**src/rtl/cla_adder_scheduler_pkg.sv**
```systemverilog
// Shared types and defaults for the shared carry-lookahead adder scheduler.
package cla_adder_scheduler_pkg;

    localparam int unsigned DEF_N_REQ = 4;
    localparam int unsigned DEF_WIDTH = 32;
    localparam int unsigned DEF_ID_W  = 2;
    localparam int unsigned DEF_CNT_W = 16;

    typedef enum logic [1:0] {
        ST_IDLE = 2'd0,
        ST_EXEC = 2'd1,
        ST_RESP = 2'd2
    } state_e;

    typedef struct packed {
        logic cout;
        logic overflow;
    } rsp_flags_t;

    // Round-robin pointer advance: the requester after the winner, wrapping at n.
    function automatic int unsigned rr_next(input int unsigned g, input int unsigned n);
        return (g + 1 >= n) ? 0 : g + 1;
    endfunction

endpackage

```
**src/rtl/cla_adder_scheduler_if.sv**
```systemverilog
// Request/response bus between ALU-issue clients and the adder scheduler.
interface cla_adder_scheduler_if
    import cla_adder_scheduler_pkg::*;
#(
    parameter int unsigned N_REQ = DEF_N_REQ,
    parameter int unsigned WIDTH = DEF_WIDTH,
    parameter int unsigned ID_W  = DEF_ID_W
);
    logic [N_REQ-1:0]       req_valid;
    logic [N_REQ-1:0]       req_ready;
    logic [N_REQ*WIDTH-1:0] req_a;
    logic [N_REQ*WIDTH-1:0] req_b;
    logic [N_REQ-1:0]       req_sub;
    logic                   rsp_valid;
    logic                   rsp_ready;
    logic [ID_W-1:0]        rsp_id;
    logic [WIDTH-1:0]       rsp_sum;
    logic                   rsp_cout;
    logic                   rsp_overflow;

    modport master (
        output req_valid, req_a, req_b, req_sub, rsp_ready,
        input  req_ready, rsp_valid, rsp_id, rsp_sum, rsp_cout, rsp_overflow
    );

    modport slave (
        input  req_valid, req_a, req_b, req_sub, rsp_ready,
        output req_ready, rsp_valid, rsp_id, rsp_sum, rsp_cout, rsp_overflow
    );
endinterface

```
**src/rtl/cla_adder_scheduler_arb.sv**
```systemverilog
// Round-robin arbiter: first active request at or after ptr wins.
module rr_arbiter
    import cla_adder_scheduler_pkg::*;
#(
    parameter int unsigned N_REQ = DEF_N_REQ,
    parameter int unsigned ID_W  = DEF_ID_W
) (
    input  logic [N_REQ-1:0] req,
    input  logic [ID_W-1:0]  ptr,
    output logic [N_REQ-1:0] grant_c,
    output logic [ID_W-1:0]  grant_idx_c,
    output logic             any_grant_c
);
    localparam int unsigned IDX_W = (N_REQ > 1) ? $clog2(N_REQ) : 1;

    always_comb begin
        int unsigned idx;
        grant_c     = '0;
        grant_idx_c = '0;
        any_grant_c = 1'b0;
        idx         = 0;
        for (int unsigned off = 0; off < N_REQ; off++) begin
            idx = (32'(ptr) + off) % N_REQ;
            if (!any_grant_c && req[IDX_W'(idx)]) begin
                any_grant_c              = 1'b1;
                grant_idx_c              = ID_W'(idx);
                grant_c[IDX_W'(idx)]     = 1'b1;
            end
        end
    end

endmodule

```
**src/rtl/cla_adder_scheduler_cla.sv**
```systemverilog
// Carry-lookahead adder: 4-bit lookahead groups, group carries chained.
module carryLookAheadAdder
    import cla_adder_scheduler_pkg::*;
#(
    parameter int unsigned WIDTH = DEF_WIDTH
) (
    input  logic [WIDTH-1:0] a,
    input  logic [WIDTH-1:0] b,
    input  logic             cin,
    output logic [WIDTH-1:0] sum,
    output logic             cout,
    output logic             overflow
);
    logic [WIDTH-1:0] gen;
    logic [WIDTH-1:0] prop;
    logic [WIDTH:0]   carry;

    assign gen  = a & b;
    assign prop = a ^ b;

    // Each carry inside a group comes from the group's generate/propagate and its carry-in.
    always_comb begin
        logic gg;
        logic pp;
        carry    = '0;
        carry[0] = cin;
        gg       = 1'b0;
        pp       = 1'b1;
        for (int unsigned base = 0; base < WIDTH; base += 4) begin
            for (int unsigned k = 1; k <= 4; k++) begin
                if (base + k <= WIDTH) begin
                    gg = 1'b0;
                    pp = 1'b1;
                    for (int unsigned j = 0; j < k; j++) begin
                        gg = gen[base+j] | (prop[base+j] & gg);
                        pp = pp & prop[base+j];
                    end
                    carry[base+k] = gg | (pp & carry[base]);
                end
            end
        end
    end

    assign sum      = prop ^ carry[WIDTH-1:0];
    assign cout     = carry[WIDTH];
    assign overflow = carry[WIDTH] ^ carry[WIDTH-1];

endmodule

```
**src/rtl/cla_adder_scheduler.sv**
```systemverilog
// Shares one carry-lookahead adder among N_REQ requesters, one op in flight,
// round-robin granted, result returned on a tagged response channel.
module cla_adder_scheduler
    import cla_adder_scheduler_pkg::*;
#(
    parameter int unsigned N_REQ = DEF_N_REQ,
    parameter int unsigned WIDTH = DEF_WIDTH,
    parameter int unsigned ID_W  = DEF_ID_W,
    parameter int unsigned CNT_W = DEF_CNT_W
) (
    input  logic                  clk,
    input  logic                  rst_n,
    cla_adder_scheduler_if.slave  bus,
    output logic                  busy,
    output logic [CNT_W-1:0]      op_count
);
    state_e           state_q, state_d;
    logic [ID_W-1:0]  rr_q;
    logic [WIDTH-1:0] a_l, b_l;
    logic             sub_l;
    logic [ID_W-1:0]  id_l;

    logic             rsp_valid_q;
    logic [ID_W-1:0]  rsp_id_q;
    logic [WIDTH-1:0] rsp_sum_q;
    rsp_flags_t       rsp_flags_q;
    logic [CNT_W-1:0] op_count_q;

    logic [N_REQ-1:0] grant_c;
    logic [ID_W-1:0]  grant_idx_c;
    logic             any_grant_c;
    logic [N_REQ-1:0] req_ready_c;
    logic             load_op_c, load_rsp_c, rsp_done_c;
    logic [WIDTH-1:0] sel_a_c, sel_b_c;
    logic             sel_sub_c;
    logic [WIDTH-1:0] add_b_c, add_sum_c;
    logic             add_cout_c, add_ovf_c;

    rr_arbiter #(.N_REQ(N_REQ), .ID_W(ID_W)) u_arb (
        .req         (bus.req_valid),
        .ptr         (rr_q),
        .grant_c     (grant_c),
        .grant_idx_c (grant_idx_c),
        .any_grant_c (any_grant_c)
    );

    // Operand mux driven by the one-hot grant.
    always_comb begin
        sel_a_c   = '0;
        sel_b_c   = '0;
        sel_sub_c = 1'b0;
        for (int unsigned i = 0; i < N_REQ; i++) begin
            if (grant_c[i]) begin
                sel_a_c   = bus.req_a[i*WIDTH +: WIDTH];
                sel_b_c   = bus.req_b[i*WIDTH +: WIDTH];
                sel_sub_c = bus.req_sub[i];
            end
        end
    end

    // Subtract as a + ~b + 1 so cout reads as "no borrow".
    assign add_b_c = sub_l ? ~b_l : b_l;

    carryLookAheadAdder #(.WIDTH(WIDTH)) u_cla (
        .a        (a_l),
        .b        (add_b_c),
        .cin      (sub_l),
        .sum      (add_sum_c),
        .cout     (add_cout_c),
        .overflow (add_ovf_c)
    );

    always_ff @(posedge clk or negedge rst_n) begin
        if (!rst_n) state_q <= ST_IDLE;
        else        state_q <= state_d;
    end

    always_comb begin
        state_d     = state_q;
        req_ready_c = '0;
        load_op_c   = 1'b0;
        load_rsp_c  = 1'b0;
        rsp_done_c  = 1'b0;
        case (state_q)
            ST_IDLE: begin
                if (any_grant_c) begin
                    req_ready_c = grant_c;
                    load_op_c   = 1'b1;
                    state_d     = ST_EXEC;
                end
            end
            ST_EXEC: begin
                load_rsp_c = 1'b1;
                state_d    = ST_RESP;
            end
            ST_RESP: begin
                if (bus.rsp_ready) begin
                    rsp_done_c = 1'b1;
                    state_d    = ST_IDLE;
                end
            end
            default: state_d = ST_IDLE;
        endcase
    end

    always_ff @(posedge clk or negedge rst_n) begin
        if (!rst_n) begin
            rr_q        <= '0;
            a_l         <= '0;
            b_l         <= '0;
            sub_l       <= 1'b0;
            id_l        <= '0;
            rsp_valid_q <= 1'b0;
            rsp_id_q    <= '0;
            rsp_sum_q   <= '0;
            rsp_flags_q <= '0;
            op_count_q  <= '0;
        end else begin
            if (load_op_c) begin
                a_l   <= sel_a_c;
                b_l   <= sel_b_c;
                sub_l <= sel_sub_c;
                id_l  <= grant_idx_c;
                rr_q  <= ID_W'(rr_next(32'(grant_idx_c), N_REQ));
            end
            if (load_rsp_c) begin
                rsp_valid_q <= 1'b1;
                rsp_id_q    <= id_l;
                rsp_sum_q   <= add_sum_c;
                rsp_flags_q <= {add_cout_c, add_ovf_c};
            end
            if (rsp_done_c) begin
                rsp_valid_q <= 1'b0;
                if (op_count_q != '1) op_count_q <= op_count_q + 1'b1;
            end
        end
    end

    assign bus.req_ready    = req_ready_c;
    assign bus.rsp_valid    = rsp_valid_q;
    assign bus.rsp_id       = rsp_id_q;
    assign bus.rsp_sum      = rsp_sum_q;
    assign bus.rsp_cout     = rsp_flags_q.cout;
    assign bus.rsp_overflow = rsp_flags_q.overflow;
    assign busy             = (state_q != ST_IDLE);
    assign op_count         = op_count_q;

endmodule

```
**src/flat_wrapper.sv**
```systemverilog
// flat-port wrapper written by rule: the top's interface ports become plain ports
module cla_adder_scheduler_flat import cla_adder_scheduler_pkg::*;
#(
    parameter int unsigned N_REQ = DEF_N_REQ,
    parameter int unsigned WIDTH = DEF_WIDTH,
    parameter int unsigned ID_W  = DEF_ID_W,
    parameter int unsigned CNT_W = DEF_CNT_W
)
  (clk, rst_n, busy, op_count, bus_req_valid, bus_req_a, bus_req_b, bus_req_sub, bus_rsp_ready, bus_req_ready, bus_rsp_valid, bus_rsp_id, bus_rsp_sum, bus_rsp_cout, bus_rsp_overflow);
  cla_adder_scheduler_if #(.N_REQ(N_REQ), .WIDTH(WIDTH), .ID_W(ID_W)) bus_i ();
  input  logic clk;
  input  logic rst_n;
  output logic busy;
  output logic [CNT_W-1:0] op_count;
  input wire logic [$bits(bus_i.req_valid)-1:0] bus_req_valid;
  input wire logic [$bits(bus_i.req_a)-1:0] bus_req_a;
  input wire logic [$bits(bus_i.req_b)-1:0] bus_req_b;
  input wire logic [$bits(bus_i.req_sub)-1:0] bus_req_sub;
  input wire logic [$bits(bus_i.rsp_ready)-1:0] bus_rsp_ready;
  output wire logic [$bits(bus_i.req_ready)-1:0] bus_req_ready;
  output wire logic [$bits(bus_i.rsp_valid)-1:0] bus_rsp_valid;
  output wire logic [$bits(bus_i.rsp_id)-1:0] bus_rsp_id;
  output wire logic [$bits(bus_i.rsp_sum)-1:0] bus_rsp_sum;
  output wire logic [$bits(bus_i.rsp_cout)-1:0] bus_rsp_cout;
  output wire logic [$bits(bus_i.rsp_overflow)-1:0] bus_rsp_overflow;
  assign bus_i.req_valid = bus_req_valid;
  assign bus_i.req_a = bus_req_a;
  assign bus_i.req_b = bus_req_b;
  assign bus_i.req_sub = bus_req_sub;
  assign bus_i.rsp_ready = bus_rsp_ready;
  assign bus_req_ready = bus_i.req_ready;
  assign bus_rsp_valid = bus_i.rsp_valid;
  assign bus_rsp_id = bus_i.rsp_id;
  assign bus_rsp_sum = bus_i.rsp_sum;
  assign bus_rsp_cout = bus_i.rsp_cout;
  assign bus_rsp_overflow = bus_i.rsp_overflow;
  cla_adder_scheduler #(.N_REQ(N_REQ), .WIDTH(WIDTH), .ID_W(ID_W), .CNT_W(CNT_W)) u_core (.clk(clk), .rst_n(rst_n), .bus(bus_i), .busy(busy), .op_count(op_count));
endmodule
```
**config.mk**
```make
export PLATFORM = sky130hd
export DESIGN_NAME = cla_adder_scheduler_flat
export DESIGN_NICKNAME = d
export VERILOG_FILES = /design/src/rtl/cla_adder_scheduler_pkg.sv /design/src/rtl/cla_adder_scheduler_if.sv /design/src/rtl/cla_adder_scheduler_arb.sv /design/src/rtl/cla_adder_scheduler_cla.sv /design/src/rtl/cla_adder_scheduler.sv /design/src/flat_wrapper.sv
export SDC_FILE = /design/constraint.sdc
export NUM_CORES = 1
export LEC_CHECK = 0
export CAP_MARGIN = 10
export CORE_MARGIN = 5
export CORE_UTILIZATION = 48
export DETAILED_ROUTE_END_ITERATION = 10
export PLACE_DENSITY = 0.92
export SLEW_MARGIN = 25
export SYNTH_ARGS = -nofsm -noshare
export SYNTH_HDL_FRONTEND = slang
export SYNTH_SLANG_ARGS = --single-unit
```
**constraint.sdc**
```tcl
create_clock -name clk -period 5.7 [get_ports clk]
set_input_delay 1.425 -clock clk [delete_from_list [all_inputs] [get_ports clk]]
set_output_delay 1.425 -clock clk [all_outputs]
set_load 0.005 [all_outputs]
```
Yosys cells after proc, flatten, opt, wreduce, memory -nomap -nowiden:

Index checks and enable logic that the tools add are counted.
W data, S select, Z words.

* memory bits (read-only): 0
* logic and storage cells: 244
* output and inout bits: 58
* register bits after elaboration: 124
* latch bits: 0
* memories: 0
* input bits: 267
* RAM bits: 0

* order comparisons: 9
* eq/ne operators: 5
* shift operators: 0
* mux-type cells: 54
* $add $sub $neg: 5
* reductions and logical operators: 15
* div/mod/pow operators: 0
* bitwise operators: 144
* $mul: 0

Operators with widths (count)
* $mux W32: 9
* $and A1 B1 Y1: 80
* $xor A32 B32 Y32: 2
* $or A1 B1 Y1: 56
* $and A32 B32 Y32: 1
* $not A32 Y32: 1
* $mux W4: 6
* $mux W1: 23
* $add A16 B1 Y16 const B: 1
* $ne A16 B16 Y1 const B: 1
* $mux W2: 7
* $lt A2 B3 Y1 const B: 4
* $or A4 B4 Y4: 3
* $bmux W1 S2: 4
* $demux W1 S2: 4
* $ge A2 B1 Y1 const B: 4
* $logic_and A1 B1 Y1: 7
* $pmux W2 S3: 1
* $add A2 B2 Y2 const B: 2
* $reduce_and A2 Y1: 2
* $reduce_bool A2 Y1: 2
* $add A2 B1 Y3 const B: 1
* $ge A3 B3 Y1 const B: 1
* $logic_not A1 Y1: 3
* other kinds (7): 7

Depth between registers and ports, before layout:

Gate-level depths: netlist of the first run.

* word-level depth: 25
* gate-level depth with buffers: 13
* depth with buffers taken out: 11

Cells and area by module:

Synthesis of the first run repeated with hierarchy kept, for this count alone.

* cells, all modules: 931
* area, all modules: 8709.6 um^2

By module, submodules not included
* cla_adder_scheduler: area an instance 6947.9 um^2, cells an instance 731, sequential area each 3103.0 um^2, instances 1
* carryLookAheadAdder: area an instance 1342.5 um^2, cells an instance 155, sequential area each 0.0 um^2, instances 1
* rr_arbiter: area an instance 419.2 um^2, cells an instance 45, sequential area each 0.0 um^2, instances 1

Worst setup path before layout of the first run:

No wires, ideal clock.

* path type: in2out
* start: input port bus_req_valid[3]
* end: output port bus_req_ready[3]
* arrival: 3.357 ns
* slack: 0.918 ns
* required time: 4.275 ns
* cell stages on the path: 7
* path buffers: 2
* cell sequence: mux4_2 -> or3_4 -> nor2_4 -> a221o_1 -> buf_2 -> buf_1 -> and2_1

* word-level cells in the longest chain between the ends: 14
* elaborated cells between the ends (all ways): 27
* classes of those cells: mux (18); bitwise (3); reduce/logical (6)

Ends and longest elaborated chain
* start, declared: RTL line flat_wrapper.sv:15 `input wire logic [$bits(bus_i.req_valid)-1:0] bus_req_valid;`
* $bmux W1 S2: RTL line cla_adder_scheduler_arb.sv:24 `if (!any_grant_c && req[IDX_W'(idx)]) begin`
* $mux W1 (implied by the code): RTL line cla_adder_scheduler_arb.sv:24
* $mux W1: RTL line cla_adder_scheduler_arb.sv:24
* $logic_not A1 Y1: RTL line cla_adder_scheduler_arb.sv:24
* $logic_and A1 B1 Y1: RTL line cla_adder_scheduler_arb.sv:24
* $mux W1: RTL line cla_adder_scheduler_arb.sv:24
* $logic_not A1 Y1: RTL line cla_adder_scheduler_arb.sv:24
* $logic_and A1 B1 Y1: RTL line cla_adder_scheduler_arb.sv:24
* $mux W1: RTL line cla_adder_scheduler_arb.sv:24
* $logic_not A1 Y1: RTL line cla_adder_scheduler_arb.sv:24
* $logic_and A1 B1 Y1: RTL line cla_adder_scheduler_arb.sv:24
* $mux W4 or $mux W1 (tied branches): RTL line cla_adder_scheduler_arb.sv:24
* $mux W4 *: RTL line cla_adder_scheduler.sv:86 `if (any_grant_c) begin`
* $mux W4 *: RTL line cla_adder_scheduler.sv:84 `case (state_q)`
* end, declared: RTL line flat_wrapper.sv:20 `output wire logic [$bits(bus_i.req_ready)-1:0] bus_req_ready;`

Mark *: on every way between the ends. The rest lies on a longest branch, timed or not. The select of a mux whose other input is x is not followed.

Worst setup path in the final report of the first run:

* start: input port bus_req_valid[1]
* end: output port bus_req_ready[3]

The elaborated chain is that of the path after synthesis.

==> metrics.txt, run 1 <==
CTS H-Tree Depth 4; Fillers 1,295; clk slew on worst S/H paths roughly 0.060 ns; # nets final between 1,500 and 2,000; GRT overflow 0; Routed Antenna Nets 0; Peak VDD IR approximately 0.58 mV; Avg WL per Cell 20.57 um; Syn Nets roughly 1,200; pwr dens 704.6 nW/um2; placer congestion estimate roughly 0.95; via count of the routed design around 8,400; I/O Buffers between 300 and 400; Seq cells post-synth 124; DRT Pass-1 Iters 5; Max clock buf depth 2; drt via density 5.898; combinational fraction of design power 0.675; setup_tns 0 ns; switching portion of total power 0.4729; Hold Crit Class flip-flop to flip-flop; worst endpoint required time 4.28 ns; Worst Hold Depth 1; share of layout cells above drive strength 1 0.05887; RSZ-0062 raised after global routing false; Final Hold Viols 0; R2R depth 12; Post-Route WL roughly 29,000 um; gr usage total 0.2893; DRC Markers 0; most numerous cell on the critical path clkdlybuf4s50_1; worst slack, placed ~0.22 ns; Crit Path Category input port to output port; NetSw ~0.0041 W; Die Span Y about 140 um; final worst setup slack 0.1864 ns; Clk pwr share 0.133; FMAX 181.4 MHz; worst slew pin tran 0.9622 ns; CP arrival 4.09 ns; drt initial violations 750; Post-Route Hold Slack around 0.47 ns; Post-Syn Instances roughly 910; register area share after synthesis 0.3737; initial antenna violation count 0; postcts setup bufs 0; Clock Sinks ~120; fin crit period about 5.5 ns; IO Pins 325; P_int between 0.004 and 0.005 W; leading cell type in the layout, fill and taps excluded clkdlybuf4s50_1; EDFF count, synth 0; Distinct cells, synth between 50 and 60; CTS resizes 0; outcome completed; CTS tree yes; CTS Hold Bufs 0; fin area 12,290 um2; Die Wd 141.5 um; Finish-stage setup viols 0; Critical Path Fanout Max 10; root buffer cell clkbuf_16; P_leak 5.024 nW; max incr delay on CP around 0.6 ns; top_reg_cell synth dfrtp_1; most frequent cells in the layout clkdlybuf4s50_1 (323), dfrtp_1 (123), nand2_1 (116), nand3_1 (77), o211ai_1 (67); die area roughly 20,000 um2; vias in the first global route 8,412; syn_area_per_cell between 9 and 10 um2; Setup crit end kind output port; core area between 15,000 and 20,000 um2; Rows 48; slowest CP cell mux4_2; synthesis-to-layout area growth 48.07%; placement-stage cell area between 10,000 and 15,000 um2; share of power burned in registers 0.192; Worst Setup Start Kind input port; synth warn 0; Slew HR 0.3586; max-slew violations 0; clk_skew 0.008349 ns; first-pass GRT wire length about 46,000 um; asr flop ratio synth 1.000; Max-Cap Viols 0; Synth Cell Area ~8300 um2; TritonCTS Buffers 17; Clk Latency, worst-skew pair ~0.42 ns; Initial Util 0.4851; pin count of the biggest net entering global routing 71; antenna cells 0; final worst path period share 0.9673; DP HPWL roughly 22,000 um; worst path cell trace clkdlybuf4s50_1 > mux4_2 > or3_4 > nor2_4 > a221o_2 > and2_1 > clkdlybuf4s50_1
-- final timing paths --
path | start | slack (ns) | endpoint
worst max-delay path | bus_req_valid[1] | 0.19 | bus_req_ready[3]
worst min-delay path | u_core.id_l[1] | 0.47 | u_core.id_l[1]
worst max register to register | flip-flop | 1.37 | u_core.a_l[18]
worst min register to register | u_core.id_l[1] | 0.47 | u_core.id_l[1]
max in group asynchronous | rst_n | 3.67 | u_core.b_l[3]
min in group asynchronous | rst_n | 1.03 | u_core.bus.rsp_sum[9]
-- area by class of cell --
type,count,area (um2),area share
multi-input cells,691,4836,0.3933
repair buffers,337,3363,0.2736
flip-flops and latches,124,3104,0.2525
clock buffers,21,460.4,0.03745
well taps,225,281.5,0.02290
clock inverters,11,166.4,0.01354
inverters,22,82.58,0.006717
-- through the flow --
step | instances | power (W) | util
finish | 1431 | 0.008662 | 0.7183
global route | 1431 | 0.009338 | 0.7183
CTS | 1431 | 0.008627 | 0.7183
detailed placement | 1399 | 0.007413 | 0.6817
global placement | 1399 | 0.007204 | 0.6817
floorplan | 906 | 0.005648 | -
-- logic make-up (layout without fill, tap and decap cells) --
| group | count (synthesis) | count (layout) | synth area share |
|---|---|---|---|
| AO/OA/AOI/OAI | 299 | 299 | 0.2547 |
| AND/OR/NAND/NOR | 260 | 260 | 0.1462 |
| flip-flops | 124 | 124 | 0.3737 |
| buffers and inverters | 91 | 391 | 0.04988 |
| XOR/XNOR | 70 | 70 | 0.07384 |
| adder cells (fa/ha/maj) | 45 | 45 | 0.07414 |
| multiplexers | 17 | 17 | 0.02758 |
-- cells in the mapped netlist (all sizes together), types with 2 or more instances --
master	instances	area, um2
nor3b	5	37.54
or2	3	18.77
nand3	77	385.4
a211oi	2	15.01
a221oi	3	26.28
inv	22	82.58
and2	5	31.28
a22o	2	17.52
xor2	47	411.6
and4	3	26.28
dfrtp	124	3103
ha	38	475.5
clkbuf	37	138.9
nand2b	7	43.79
nand4	6	37.54
a221o	68	680.7
mux2	7	78.83
nand2	116	435.4
o21ai	109	549.3
and3	2	12.51
nor2b	6	37.54
a22oi	2	15.01
a21oi	24	120.1
o21a	4	30.03
mux4	4	90.09
buf	32	192.7
o211ai	67	503.0
xnor2	23	201.4
o31ai	2	15.01
nor2	24	97.59
a21o	8	60.06
mux2i	6	60.06
fa	7	140.1
-- power groups by stage --
stage               sequential (W)  combinational (W)  clock (W)
global placement           0.00164            0.00556          0
CTS                        0.00166            0.00581    0.00116
global route               0.00171            0.00643    0.00120
floorplan                  0.00153            0.00412          0
detailed placement         0.00167            0.00574          0
finish                     0.00166            0.00585    0.00115
-- worst max-delay path, delay by kind of cell --
family | cells | cell delay [ns]
buffers and inverters | 2 | 1.03
and+or+nand+nor | 3 | 0.80
muxes | 1 | 0.61
AOI/OAI and AO/OA | 1 | 0.21
-- state kept, by name, summed over array words and instances (netlist names), named ones only --
name,count
u_core.rr_q,1
u_core.bus.rsp_overflow,1
u_core.state_q,2
u_core.a_l,32
u_core.bus.rsp_cout,1
u_core.sub_l,1
u_core.id_l,2
u_core.bus.rsp_valid,1
u_core.bus.rsp_id,2
u_core.op_count,16
u_core.b_l,32
u_core.bus.rsp_sum,32
-- layer usage --
| layer | share of wire | global-route usage |
|---|---|---|
| met3 | 0.076 | 0.06404 |
| met1 | 0.40 | 0.3775 |
| met2 | 0.49 | 0.4763 |
| met5 | 0 | 0 |
| met4 | 0.029 | 0.1020 |
Power figures use the tool's default switching activity.
==> run 2, diff against run 1 <==
GPL_ROUTABILITY_DRIVEN = 0   (was default)
==> metrics.txt, run 2 (synthesized netlist as in run 1, its figures left out) <==
drt initial violations 638; vias in the first global route ~8,500; share of layout cells above drive strength 1 0.06281; slowest CP cell mux4_2; placed insts 1,403; first-pass GRT wire length between 40,000 and 50,000 um; CP arrival between 4 and 5 ns; worst endpoint required time 4.28 ns; FMAX around 180 MHz; CTS resizes 0; core area around 17,000 um2; pwr dens 704.3 nW/um2; placement-stage cell area approximately 12,000 um2; Finish-stage setup viols 0; # nets final ~1,500; Worst Setup Start Kind input port; GRT overflow 0; DRT Pass-1 Iters 5; synthesis-to-layout area growth 48.10%; fin crit period approximately 5.5 ns; gr usage total 0.2862; Routed Antenna Nets 0; max incr delay on CP 0.61 ns; Final Non-Filler Cells about 1,400; RSZ-0062 raised after global routing false; max-slew violations 0; Die Span Y roughly 140 um; setup_tns 0 ns; Clk Latency, worst-skew pair between 0.4 and 0.5 ns; outcome completed; P_leak about 5.0 nW; worst path cell trace clkdlybuf4s50_1 > mux4_2 > or3_4 > nor2_4 > a22oi_1 > nor2_1 > clkdlybuf4s50_1; utilization after layout 0.7184; global route hottest layer met2; antenna cells 0; Peak VDD IR between 0.4 and 0.5 mV; CTS Hold Bufs 0; clk slew on worst S/H paths about 0.060 ns; Setup crit end kind output port; postcts setup bufs 0; leading cell type in the layout, fill and taps excluded clkdlybuf4s50_1; Avg WL per Cell 20.70 um; DP HPWL ~22,000 um; Hold Crit Class flip-flop to flip-flop; met2 usage 0.4773; DRC Markers 0; worst slew pin tran 0.8022 ns; Slew HR 0.4652; clk_skew about 0.0085 ns; via count of the routed design 8,524; CTS tree yes; met3 Track Usage GR 0.05763; Initial Util 0.4851; drt via density just under 6; Final Hold Viols 0; I/O Buffers 324; Fillers between 1,000 and 1,500; GR Util met1 0.3704; pin count of the biggest net entering global routing 71; die area approximately 20,000 um2; Crit Path Category input port to output port; most frequent cells in the layout clkdlybuf4s50_1 (323), dfrtp_1 (123), nand2_1 (116), nand3_1 (77), o211ai_1 (67); CTS H-Tree Depth 4; Max clock buf depth 2; Rows 48; final worst path period share 0.9684; Clock Sinks ~120; initial antenna violation count 0; Max-Cap Viols 0; Post-Route WL ~30,000 um; TritonCTS Buffers 17; fin area roughly 12,000 um2; IO Pins between 300 and 400; Die Wd about 140 um; root buffer cell clkbuf_16; Critical Path Fanout Max 10; most numerous cell on the critical path clkdlybuf4s50_1
-- run 2: cell count changes in the layout (fill, tap and decap cells not counted), sizes merged --
| cell | before | now |
|---|---|---|
| buf | 14 | 18 |
| clkbuf | 21 | 18 |
| clkinv | 4 | 5 |
| clkinvlp | 3 | 4 |
| inv | 22 | 23 |
-- run 2: worst paths after layout --
kind	from	end	slack [ns]	cells past startpoint
max in group asynchronous	rst_n	u_core.b_l[14]	3.68	2
min in group asynchronous	rst_n	u_core.bus.rsp_sum[12]	1.06	1
worst max register to register	flip-flop	u_core.a_l[26]	1.13	12
worst min-delay path	u_core.id_l[0]	u_core.id_l[0]	0.47	1
worst min register to register	u_core.id_l[0]	u_core.id_l[0]	0.47	1
worst max-delay path	bus_req_valid[1]	bus_req_ready[0]	0.18	7
-- run 2: final cells by class --
class | instances | area [um2] | share of cell area
Tap cell | 225 | 281.5 | 0.02289
Timing Repair Buffer | 341 | 3368 | 0.2739
Clock inverter | 14 | 195.2 | 0.01587
Inverter | 22 | 82.58 | 0.006716
Sequential cell | 124 | 3104 | 0.2524
Multi-Input combinational cell | 691 | 4836 | 0.3933
Clock buffer | 18 | 429.2 | 0.03490
-- run 2: critical path: cells and delay by family --
family	cells	cell delay [ns]
buffers and inverters	2	1.05
AND/OR/NAND/NOR	3	0.82
multiplexers	1	0.61
AO/OA/AOI/OAI	1	0.20
-- run 2: metal layers --
layer	share of wire	vias up	wire length [um]
met5	0	-	0
met1	0.41	4132	12090
met2	0.49	382	14640
li1	-	3948	-
met4	0.031	0	916
met3	0.070	62	2069
-- run 2: report_power, final --
group	leakage [nW]	switching (W)	internal [W]
clock	0.293	0.000409	0.000733
sequential	1.56	0.000337	0.00131
combinational	3.17	0.00338	0.00250
-- run 2: metrics by stage --
| step | setup slack [ns] | hold slack [ns] | total power [W] |
|---|---|---|---|
| final | 0.1800 | 0.4724 | 0.008660 |
| after floorplan | 0.9185 | 0.4453 | 0.005648 |
| after CTS | 0.2124 | 0.4754 | 0.008629 |
| after global placement | 0.3033 | 0.4550 | 0.007147 |
| after global routing | 0.1342 | 0.4907 | 0.009337 |
| after detailed placement | 0.2208 | 0.4624 | 0.007420 |
==> run 3, diff against run 2 <==
CORE_ASPECT_RATIO = 1.75   (was default)
==> metrics.txt, run 3 (synthesized netlist as in run 1, its figures left out) <==
Crit Path Category input port to output port; Peak VDD IR approximately 0.77 mV; final worst path period share 0.9677; CTS Hold Bufs 0; area of the multi-input gates a little under 5000 um2; outcome completed; setup_tns 0 ns; clk slew on worst S/H paths roughly 0.050 ns; Critical Path Fanout Max 10; drt via density between 5 and 6; Setup crit end kind output port; TritonCTS Buffers 17; P_leak 5.006 nW; RSZ-0062 raised after global routing false; slowest CP cell mux4_2; initial antenna violation count 7; Final Hold Viols 0; CTS resizes 0; CTS H-Tree Depth 4; vias in the first global route about 8,600; first-pass GRT wire length roughly 46,000 um; DRT Pass-1 Iters 7; Max clock buf depth 2; CP arrival a little over 4 ns; fin area approximately 12,000 um2; Slew HR 0.4925; Rows 63; Clk Latency, worst-skew pair ~0.42 ns; Hold Crit Class flip-flop to flip-flop; via count of the routed design around 8,600; Post-Route WL 29,800 um; leading cell type in the layout, fill and taps excluded clkdlybuf4s50_1; Routed Antenna Nets 0; postcts setup bufs 0; CP Buf/Inv Count 2; synthesis-to-layout area growth 47.66%; core area 17,030 um2; Max-Cap Viols 0; Worst Setup Start Kind input port; Initial Util 0.4877; I/O Buffers approximately 320; gr usage total 0.2931; Die Span Y roughly 180 um; critical path's top delay family buffers and inverters; most numerous cell on the critical path clkdlybuf4s50_1; DRC Markers 0; # nets final roughly 1,500; Fillers ~1,200; DP HPWL around 23,000 um; GRT overflow 0; pwr dens between 600 and 700 nW/um2; CTS tree yes; clk_skew 0.01269 ns; worst slew pin tran approximately 0.76 ns; worst endpoint required time between 4 and 5 ns; max incr delay on CP 0.61 ns; share of layout cells above drive strength 1 0.06131; root buffer cell clkbuf_16; die area 20,130 um2; Finish-stage setup viols 0; Clock Sinks about 120; Die Wd 109.4 um; Seq. cell area 3104 um2; worst path cell trace clkdlybuf4s50_1 > mux4_2 > or3_4 > nor2_4 > a22oi_1 > nor2_1 > clkdlybuf4s50_1; IO Pins between 300 and 400; pin count of the biggest net entering global routing just over 80; Avg WL per Cell slightly above 20 um; FMAX roughly 180 MHz; placement-stage cell area roughly 12,000 um2; most frequent cells in the layout clkdlybuf4s50_1 (323), dfrtp_1 (123), nand2_1 (116), nand3_1 (77), o211ai_1 (67); drt initial violations between 600 and 700; fin crit period ~5.5 ns; max-slew violations 0
-- run 3: changes by cell type in the layout (fill, tap and decap cells not counted), sizes merged --
cell	change
clkinv	-1
buf	-3
diode	+10
clkbuf	-1
clkinvlp	-2
bufinv	-3
inv	+7
-- run 3: cell type report --
cell class	count	share of cell area
timing repair buffer	338	0.2732
clock inverter	15	0.01255
multi-input combinational	691	0.3944
sequential	124	0.2532
clock buffer	17	0.03470
tap	227	0.02317
antenna	10	0.002041
inverter	22	0.006735
-- run 3: tightest hold or removal path: cells and delay by family (launching register included) --
family             cells  cell delay [ns]
and+or+nand+nor        1             0.04
AOI/OAI and AO/OA      1             0.06
DFF                    1             0.34
-- run 3: power by group --
part	switching, W	internal, W	leakage (nW)
clock network	0.000452	0.000616	0.281
logic	0.00331	0.00248	3.16
registers	0.000342	0.00131	1.56
-- run 3: final timing paths --
| kind | from | to | slack [ns] | depth (start not counted) |
|---|---|---|---|---|
| worst max-delay path | bus_req_valid[1] | bus_req_ready[0] | 0.18 | 7 |
| worst min-delay path | u_core.bus.rsp_sum[16] | u_core.bus.rsp_sum[16] | 0.47 | 2 |
| worst max register to register | flip-flop | u_core.a_l[25] | 1.35 | 12 |
| worst min register to register | u_core.bus.rsp_sum[16] | u_core.bus.rsp_sum[16] | 0.47 | 2 |
| max in group asynchronous | rst_n | u_core.bus.rsp_sum[5] | 3.58 | 2 |
| min in group asynchronous | rst_n | u_core.op_count[6] | 1.03 | 1 |
-- run 3: metal layers --
metal | GRT usage | part of all wire | vias to the layer above
li1 | - | - | 3961
met1 | 0.3554 | 0.37 | 4133
met2 | 0.4920 | 0.52 | 381
met3 | 0.04851 | 0.059 | 76
met4 | 0.1543 | 0.045 | 0
met5 | 0 | 0 | -
-- run 3: stage by stage --
step / total power [W] / utilization / hold slack (ns) / worst slack (ns) / cells
floorplan: 0.005648 / - / 0.4453 / 0.9185 / 906
global placement: 0.007056 / 0.6846 / 0.4622 / 0.3222 / 1402
detailed placement: 0.007295 / 0.6846 / 0.4691 / 0.2357 / 1402
CTS: 0.008422 / 0.7186 / 0.4820 / 0.2327 / 1434
global route: 0.009154 / 0.7197 / 0.5073 / 0.1101 / 1441
finish: 0.008502 / 0.7201 / 0.4743 / 0.1840 / 1444
